[src/rtl/rv32_regfile_wb.sv]
// RV32 register file with read / write-back sequencer and load/store address generation.
// Optional macro RF_BYPASS_EN: accept start in WB and forward the write-back data to same-cycle reads.
module rv32_regfile_wb #(
  parameter int XLEN = 32,
  parameter int NREG = 32,
  localparam int AW = $clog2(NREG)
) (
  input  logic            clk,
  input  logic            rst,
  input  logic            start,
  input  logic            load,
  input  logic            store,
  input  logic [AW-1:0]   sel_s1,
  input  logic [AW-1:0]   sel_s2,
  input  logic [AW-1:0]   sel_d1,
  input  logic            wr_en,
  input  logic [31:0]     instr,
  input  logic [XLEN-1:0] alu_d,
  input  logic [XLEN-1:0] bshift_d,
  input  logic [XLEN-1:0] pc_d,
  input  logic [XLEN-1:0] data_d,
  input  logic [1:0]      src_sel,
  output logic [XLEN-1:0] reg_s1,
  output logic [XLEN-1:0] reg_s2,
  output logic [XLEN-1:0] data_addr,
  output logic            busy,
  output logic            done,
  output logic [1:0]      src_sel_q
);

  typedef enum logic [1:0] {IDLE, READ, WB} state_t;

  state_t          state;
  logic [XLEN-1:0] rf [NREG];
  logic [AW-1:0]   rd_q;
  logic            wr_en_q;
  logic [XLEN-1:0] wb_data, rs1_v, rs2_v, imm_i, imm_s;
  logic            wb_we, accept;

  always_comb begin
    wb_data = alu_d;
    case (src_sel_q)
      2'd0: wb_data = alu_d;
      2'd1: wb_data = bshift_d;
      2'd2: wb_data = pc_d;
      default: wb_data = data_d;
    endcase
  end

  assign wb_we = (state == WB) && wr_en_q && (rd_q != '0);
  assign imm_i = {{(XLEN-12){instr[31]}}, instr[31:20]};
  assign imm_s = {{(XLEN-12){instr[31]}}, instr[31:25], instr[11:7]};

`ifdef RF_BYPASS_EN
  assign accept = start && (state == IDLE || state == WB);

  // A read of the register being written this cycle sees the new value.
  always_comb begin
    rs1_v = (sel_s1 == '0) ? '0 : rf[sel_s1];
    rs2_v = (sel_s2 == '0) ? '0 : rf[sel_s2];
    if (wb_we && sel_s1 == rd_q) rs1_v = wb_data;
    if (wb_we && sel_s2 == rd_q) rs2_v = wb_data;
  end
`else
  assign accept = start && (state == IDLE);

  always_comb begin
    rs1_v = (sel_s1 == '0) ? '0 : rf[sel_s1];
    rs2_v = (sel_s2 == '0) ? '0 : rf[sel_s2];
  end
`endif

  always_ff @(posedge clk or posedge rst) begin
    if (rst) begin
      state     <= IDLE;
      busy      <= 1'b0;
      done      <= 1'b0;
      src_sel_q <= 2'd0;
      reg_s1    <= '0;
      reg_s2    <= '0;
      data_addr <= '0;
      rd_q      <= '0;
      wr_en_q   <= 1'b0;
      for (int i = 0; i < NREG; i++) rf[i] <= '0;
    end else begin
      done <= 1'b0;
      if (wb_we) rf[rd_q] <= wb_data;
      case (state)
        IDLE: if (accept) begin
          state <= READ;
          busy  <= 1'b1;
        end
        READ: begin
          state <= WB;
          done  <= 1'b1;
`ifdef RF_BYPASS_EN
          busy  <= 1'b0;
`else
          busy  <= 1'b1;
`endif
        end
        default: begin
          state <= accept ? READ : IDLE;
          busy  <= accept;
        end
      endcase
      if (accept) begin
        reg_s1    <= rs1_v;
        reg_s2    <= rs2_v;
        rd_q      <= sel_d1;
        wr_en_q   <= wr_en;
        src_sel_q <= src_sel;
        // Store wins over load; with neither, the last address holds.
        if (store)     data_addr <= rs1_v + imm_s;
        else if (load) data_addr <= rs1_v + imm_i;
      end
    end
  end

endmodule

[config.mk]
export PLATFORM = sky130hd
export DESIGN_NAME = rv32_regfile_wb
export DESIGN_NICKNAME = d
export VERILOG_FILES = /design/src/rtl/rv32_regfile_wb.sv
export SDC_FILE = /design/constraint.sdc
export NUM_CORES = 2
export LEC_CHECK = 0
export BUFFER_PORTS_ARGS = -buffer_cell sky130_fd_sc_hd__buf_2
export CORE_ASPECT_RATIO = 0.6
export CORE_UTILIZATION = 60
export CTS_BUF_LIST = sky130_fd_sc_hd__clkbuf_8
export DETAILED_ROUTE_END_ITERATION = 10
export PLACE_DENSITY_LB_ADDON = 0.12
export SLEW_MARGIN = 10
export SYNTH_ARGS = -nofsm -noshare
export SYNTH_HDL_FRONTEND = slang
export SYNTH_SLANG_ARGS = --single-unit
[constraint.sdc]
create_clock -name clk -period 53.9 [get_ports clk]
set_clock_uncertainty 0.15 [all_clocks]
set_input_delay 5.39 -clock clk [delete_from_list [all_inputs] [get_ports clk]]
set_output_delay 5.39 -clock clk [all_outputs]
set_load 0.005 [all_outputs]
# Word-level counts from Yosys, hierarchy flattened
# Cells that the tools add are included.
[classes] add_sub_neg=2 n_lt_le_gt_ge=4 eq_ne=5 muxes=20 bitwise=3 reduce_logical=11
[ops] op="$bwmux 1024" count=1
[ops] op="$bmux 32 s5" count=2
[ops] op="$mux 32" count=9
[ops] op="$demux 32 s5" count=1
[ops] op="$pmux 32 s3" count=1
[ops] op="$add 32x32->32" count=2
[ops] op="$ge 6x6->1 const B" count=3
[ops] op="$not 5->6" count=3
[ops] op="$logic_not 5->1" count=2
[ops] op="$lt 6x1->1 const B" count=1
[ops] op="$reduce_bool 5->1" count=1
[ops] op="$eq 2x1->1 const B" count=2
[ops] op="$eq 2x2->1 const B" count=2
[ops] op="$logic_and 1x1->1" count=4
[ops] op="$logic_not 2->1" count=2
[ops] op="$pmux 2 s2" count=1
[ops] op="$mux 1" count=3
[ops] op="$mux 2" count=1
[ops] op="$ne 2x2->1 const B" count=1
[ops] op="$pmux 1 s2" count=1
[ops] op="$reduce_and 2->1" count=1
[ops] op="$reduce_bool 2->1" count=1
[word_totals] ff_bits=1132 inputBits=183 wordCells=86

# Logic depth before layout (Yosys ltp)
[logic_depth] word_depth=8 depth_mapped=20

# Worst setup path before layout
# No wires, ideal clock.
[synth_timing] kind="in2reg" from="input sel_s1[1]" to="register data_addr[31]" arrival_time_ns=9.353 t_required_ns=53.616 slack_ns=44.263 stages=17 cell_sequence="buf_2 buf_2 buf_2 clkbuf_1 mux4_2 mux4_2 nand2_1 a21oi_1 ha_1 a21o_1 o31a_1 nor4_1 o31ai_2 a41oi_1 o221ai_1 a32oi_1 o41ai_1"
[synth_between] elab_chain_len=8 elab_cells_between_ends=10 classes_between="2 x add/sub; 6 x mux; 1 x bitwise; 1 x reduce/logical"
[synth_lines] element="from (decl)" line_no="13" source="input logic [AW-1:0] sel_s1,"
[synth_lines] element="$not 5->6 (implied by the code)" line_no="68" source="rs1_v = (sel_s1 == '0) ? '0 : rf[sel_s1];"
[synth_lines] element="$bmux 32 s5" line_no="68"
[synth_lines] element="$mux 32 (implied by the code) (2 in series)" line_no="68"
[synth_lines] element="$mux 32 (*)" line_no="68"
[synth_lines] element="via rs1_v[8]" line_no="37" source="logic [XLEN-1:0] wb_data, rs1_v, rs2_v, imm_i, imm_s;"
[synth_lines] element="$add 32x32->32" line_no="115" source="else if (load) data_addr <= rs1_v + imm_i;"
[synth_lines] element="$mux 32" line_no="115"
[synth_lines] element="$mux 32 (*)" line_no="114" source="if (store) data_addr <= rs1_v + imm_s;"
[synth_lines] element="to (signal assigned)" line_no="114"
[synth_lines] element="to (signal assigned)" line_no="115"
[synth_lines] element="to (decl)" line_no="25" source="output logic [XLEN-1:0] data_addr,"
# Mark *: on every way through the listed nets, which the timed path passes. The rest lies on a longest branch. The select of a mux whose other input is x is not followed.
# A chain may end at the register's enable or synchronous reset.

# Final worst setup path
# Ends and elaborated chain as after synthesis.

==> Implementation_results.wiki <==
{| class="wikitable"
! Metric !! Value
|-
| Hold path depth || 0
|-
| Wire length of the first global-routing pass || 273000 um
|-
| Power per standard cell area || around 41 nW/um2
|-
| Number of storage elements in the synthesis netlist || about 1100
|-
| Number of hold violations in the final report || 0
|-
| Worst setup slack after layout || roughly 43 ns
|-
| Max_cap viols || 0
|-
| Syn Inst Count || between 5000 and 6000
|-
| Sw frac || 0.334
|-
| Cell count after placement || approximately 6600
|-
| Die height || 244 um
|-
| Routed len/inst || 26.3 um
|-
| Sequential fraction of the synthesis area || 0.483
|-
| Synth Warn # || 0
|-
| Switching Power || between 800 and 900 uW
|-
| Relative contribution of the clock network to total power || 0.269
|-
| Capture instance of the worst register-to-register path || data_addr[31]
|-
| Slack of the worst reg-to-reg path || around 48 ns
|-
| Type of the setup path with the least slack || input port to register
|-
| Reg2Reg Launch Point || rf[1]
|-
| Pleak || roughly 29 nW
|-
| Clock Root Buffer || sky130_fd_sc_hd__clkbuf_8
|-
| Via count of the first global-routing pass || between 40000 and 50000
|-
| Required time at the worst-slack endpoint || around 55 ns
|-
| Sinks on the clock net || about 1100
|-
| Int Power || 1.73 mW
|-
| Number of flops mapped to enable cells by yosys || 0
|-
| H-tree levels || 4
|-
| Syn nets || roughly 5700
|-
| Mapped Area || 58700 um2
|-
| Net total in the final layout || roughly 5700
|-
| Nature of the critical path startpoint || input port
|-
| Final global-route overflow total || 0
|-
| Final Wtd Congestion || ~0.83
|-
| Area of combinational cells with multiple inputs || ~29000 um2
|-
| Final critical-path required period || between 10 and 15 ns
|-
| Area of the die || about 100000 um2
|-
| Run status || finished clean
|-
| Maximum number of pins on one net before global-route repair || roughly 160
|-
| Reg power frac || 0.469
|-
| Count of final setup violators || 0
|-
| Crit path DAT || 11.64 ns
|-
| Effective utilization at floorplan || 0.608
|-
| TritonCTS clock tree || done
|-
| Critical Path Fanout Max || 72
|-
| Highest achievable clock rate || 90.6 MHz
|-
| Total number of vias || ~45000
|-
| Launch instance of the worst min-delay path || rf[993]
|-
| DRC violations left || 0
|-
| Buffers inserted by post-CTS timing repair || 0
|-
| Clock-pin slew reported for the worst setup and hold paths after clock tree synthesis || 0.06 ns
|-
| Least-Margin Pin Slew || 1.31 ns
|-
| Register area || 28300 um2
|-
| Proportion of synthesized flip-flops having asynchronous set or reset || 1.00
|-
| Worst slew slack as a fraction of its limit || 0.125
|-
| Mean area per synthesized cell || approximately 11 um2
|-
| Pre-CTS setup slack || 42.22 ns
|-
| Detailed Place HPWL || around 97000 um
|-
| Final std cells w/o fill || slightly below 7000
|-
| DRT Pass-1 Iters || 6
|-
| Area Overhead vs Synth || 8.80%
|-
| Resized cells post-CTS || 0
|-
| Vias per cell || ~6.6
|-
| Kind of path behind the tightest hold check || register to register
|-
| Die boundary width || roughly 410 um
|-
| Skew-Pair Late Insertion Delay || ~0.9 ns
|-
| RSZ-0062 raised after global routing || no
|-
| Unique masters post-synth || between 50 and 60
|-
| Combinational share of power || 0.262
|-
| Worst min-delay path endpoint || rf[993]
|-
| Worst Reg2Reg Path Length in Cells || 16
|-
| Placement row count || a little under 90
|-
| CTS Hold Bufs || 0
|-
| Clk buf depth || 3
|-
| Area of the core || roughly 97000 um2
|-
| Number of antenna violations at the first check in global routing || 2
|-
| Num ports || ~280
|-
| Antenna violation net count after detailed routing || 0
|-
| Share of cells above drive strength 1 || 0.222
|-
| Accumulated negative setup slack || 0 ns
|-
| Final wirelength || roughly 180000 um
|-
| Number of buffers added by the clock tree synthesis step || between 150 and 200
|-
| Most used DFF post-synth || sky130_fd_sc_hd__dfrtp_1
|-
| Type of destination of the critical path || register
|-
| Peak supply drop || about 0.029 mV
|-
| Starting DRC count in detailed routing || about 5200
|-
| Share of the cycle needed by the critical path after routing || 0.205
|-
| Overall routing resource usage || 0.372
|-
| Max-slew violation total from the final report || 0
|-
| Fill cell instance count of the final layout || 7604
|-
| Port buffer count || around 270
|}
-- metal layers --
metal / track usage / share of wire
met1: 0.536 / 0.41
met2: 0.559 / 0.45
met3: 0.0710 / 0.094
met4: 0.156 / 0.042
met5: 0 / 0.000072
-- layout make-up --
| type | count | area share |
|---|---|---|
| inverters | 13 | 0.000882 |
| clock buffers | 205 | 0.0442 |
| flip-flops and latches | 1132 | 0.444 |
| well taps | 1305 | 0.0256 |
| diodes | 1 | 0.0000392 |
| clock inverters | 84 | 0.00680 |
| multi-input cells | 3788 | 0.447 |
| repair buffers | 349 | 0.0321 |
-- worst max path at each step --
stage	start	end	slack, ns	depth (start not counted)
after detailed placement	sel_s1[1]	data_addr[31]	42.22	18
after global placement	sel_s1[1]	data_addr[31]	42.23	18
after CTS	sel_s1[1]	data_addr[31]	43.11	18
after floorplan	rst	busy	16.48	1
final	sel_s1[1]	data_addr[31]	42.87	18
after global routing	sel_s1[0]	data_addr[31]	42.62	18
-- power groups by stage --
stage          logic, mW  clock network (mW)  registers, mW
2_1_floorplan      0.501                   0           1.18
3_3_place_gp       0.656                   0           1.21
3_5_place_dp       0.677                   0           1.22
4_1_cts            0.677               0.706           1.21
5_1_grt            0.753               0.742           1.24
6_report           0.681               0.700           1.22
-- metrics by stage --
step	utilization	cell area, um2	hold slack [ns]	total power [mW]
floorplan	-	58700	0.295	1.68
global placement	0.627	60600	0.230	1.87
detailed placement	0.627	60600	0.234	1.90
CTS	0.661	63800	0.249	2.60
global route	0.661	63900	0.255	2.74
finish	0.661	63900	0.247	2.60
-- cells in the final DEF, fill, tap and decap left out, types with 4 or more instances in the layout --
cell,Yosys,routed
sky130_fd_sc_hd__nor3_1,37,37
sky130_fd_sc_hd__o21ai_1,218,221
sky130_fd_sc_hd__clkinv_2,0,22
sky130_fd_sc_hd__clkinvlp_4,0,5
sky130_fd_sc_hd__nand2_1,1198,1166
sky130_fd_sc_hd__a21oi_1,210,210
sky130_fd_sc_hd__and3_1,5,5
sky130_fd_sc_hd__nand2_4,0,31
sky130_fd_sc_hd__nor2_1,50,50
sky130_fd_sc_hd__o21ai_4,0,4
sky130_fd_sc_hd__nand3_1,7,7
sky130_fd_sc_hd__nor2b_1,6,5
sky130_fd_sc_hd__xor2_1,11,11
sky130_fd_sc_hd__a21o_1,21,21
sky130_fd_sc_hd__o21ai_0,945,913
sky130_fd_sc_hd__buf_4,1,83
sky130_fd_sc_hd__mux2_2,134,134
sky130_fd_sc_hd__inv_1,12,62
sky130_fd_sc_hd__o21ai_2,0,25
sky130_fd_sc_hd__inv_6,0,4
sky130_fd_sc_hd__mux2i_1,232,232
sky130_fd_sc_hd__xnor2_1,16,16
sky130_fd_sc_hd__a31oi_1,4,4
sky130_fd_sc_hd__nand4_1,4,4
sky130_fd_sc_hd__clkbuf_8,0,205
sky130_fd_sc_hd__nand2b_1,41,40
sky130_fd_sc_hd__ha_1,31,31
sky130_fd_sc_hd__o221ai_1,64,64
sky130_fd_sc_hd__buf_2,59,257
sky130_fd_sc_hd__mux4_2,444,444
sky130_fd_sc_hd__o22ai_1,63,63
sky130_fd_sc_hd__dfrtp_1,1132,1130
-- state kept, by name (all words and copies together) (netlist names) --
register	count
rd_q	5
src_sel_q	2
data_addr	32
done	1
reg_s1	32
rf	1024
reg_s2	32
busy	1
wr_en_q	1
state	2
-- worst max-delay path, cell delays in order --
cell and delay (ns):
sky130_fd_sc_hd__buf_8 0.52, sky130_fd_sc_hd__buf_4 0.76, sky130_fd_sc_hd__mux4_2 0.43, sky130_fd_sc_hd__mux4_2 0.49, sky130_fd_sc_hd__mux2i_1 0.33, sky130_fd_sc_hd__or2_1 0.42
sky130_fd_sc_hd__inv_1 0.08, sky130_fd_sc_hd__ha_1 0.29, sky130_fd_sc_hd__a21o_1 0.14, sky130_fd_sc_hd__nand4_1 0.18, sky130_fd_sc_hd__a2111oi_0 0.92, sky130_fd_sc_hd__nor4_1 0.10
sky130_fd_sc_hd__buf_4 0.20, sky130_fd_sc_hd__o31ai_2 0.50, sky130_fd_sc_hd__a41oi_1 0.23, sky130_fd_sc_hd__o221ai_1 0.33, sky130_fd_sc_hd__a32oi_1 0.15, sky130_fd_sc_hd__o41ai_1 0.08
-- cell families (layout without fill, tap and decap cells) --
| logic type | after synthesis | after routing | synth area share |
|---|---|---|---|
| other | 0 | 1 | 0 |
| muxes | 810 | 810 | 0.236 |
| and+or+nand+nor | 1362 | 1362 | 0.0915 |
| adders and majority gates | 32 | 32 | 0.00695 |
| DFF | 1132 | 1132 | 0.483 |
| buffers and inverters | 568 | 651 | 0.0382 |
| xor gates and xnor gates | 28 | 28 | 0.00431 |
| AOI/OAI and AO/OA | 1556 | 1556 | 0.141 |
-- cell usage after synthesis (2+ instances only) --
library cell,n,area [um2]
sky130_fd_sc_hd__a2111oi_0,2,17.5
sky130_fd_sc_hd__a211o_1,3,26.3
sky130_fd_sc_hd__a211oi_1,2,15.0
sky130_fd_sc_hd__a21o_1,21,158
sky130_fd_sc_hd__a21oi_1,210,1050
sky130_fd_sc_hd__a22oi_1,2,15.0
sky130_fd_sc_hd__a2bb2oi_1,3,26.3
sky130_fd_sc_hd__a311oi_1,2,17.5
sky130_fd_sc_hd__a31oi_1,4,25.0
sky130_fd_sc_hd__and3_1,5,31.3
sky130_fd_sc_hd__and3b_1,3,26.3
sky130_fd_sc_hd__buf_1,45,169
sky130_fd_sc_hd__buf_2,59,295
sky130_fd_sc_hd__buf_6,4,45.0
sky130_fd_sc_hd__clkbuf_1,446,1670
sky130_fd_sc_hd__dfrtp_1,1132,28300
sky130_fd_sc_hd__ha_1,31,388
sky130_fd_sc_hd__inv_1,12,45.0
sky130_fd_sc_hd__mux2_2,134,1510
sky130_fd_sc_hd__mux2i_1,232,2320
sky130_fd_sc_hd__mux4_2,444,10000
sky130_fd_sc_hd__nand2_1,1198,4500
sky130_fd_sc_hd__nand2b_1,41,257
sky130_fd_sc_hd__nand3_1,7,35.0
sky130_fd_sc_hd__nand4_1,4,25.0
sky130_fd_sc_hd__nor2_1,50,188
sky130_fd_sc_hd__nor2b_1,6,37.5
sky130_fd_sc_hd__nor3_1,37,185
sky130_fd_sc_hd__nor3b_1,3,22.5
sky130_fd_sc_hd__o211ai_1,2,15.0
sky130_fd_sc_hd__o21ai_0,945,4730
sky130_fd_sc_hd__o21ai_1,218,1090
sky130_fd_sc_hd__o21bai_1,3,22.5
sky130_fd_sc_hd__o221ai_1,64,561
sky130_fd_sc_hd__o22ai_1,63,394
sky130_fd_sc_hd__o31ai_1,3,22.5
sky130_fd_sc_hd__o41ai_1,3,26.3
sky130_fd_sc_hd__xnor2_1,16,140
sky130_fd_sc_hd__xor2_1,11,96.3
(Power assumes the default switching activity.)
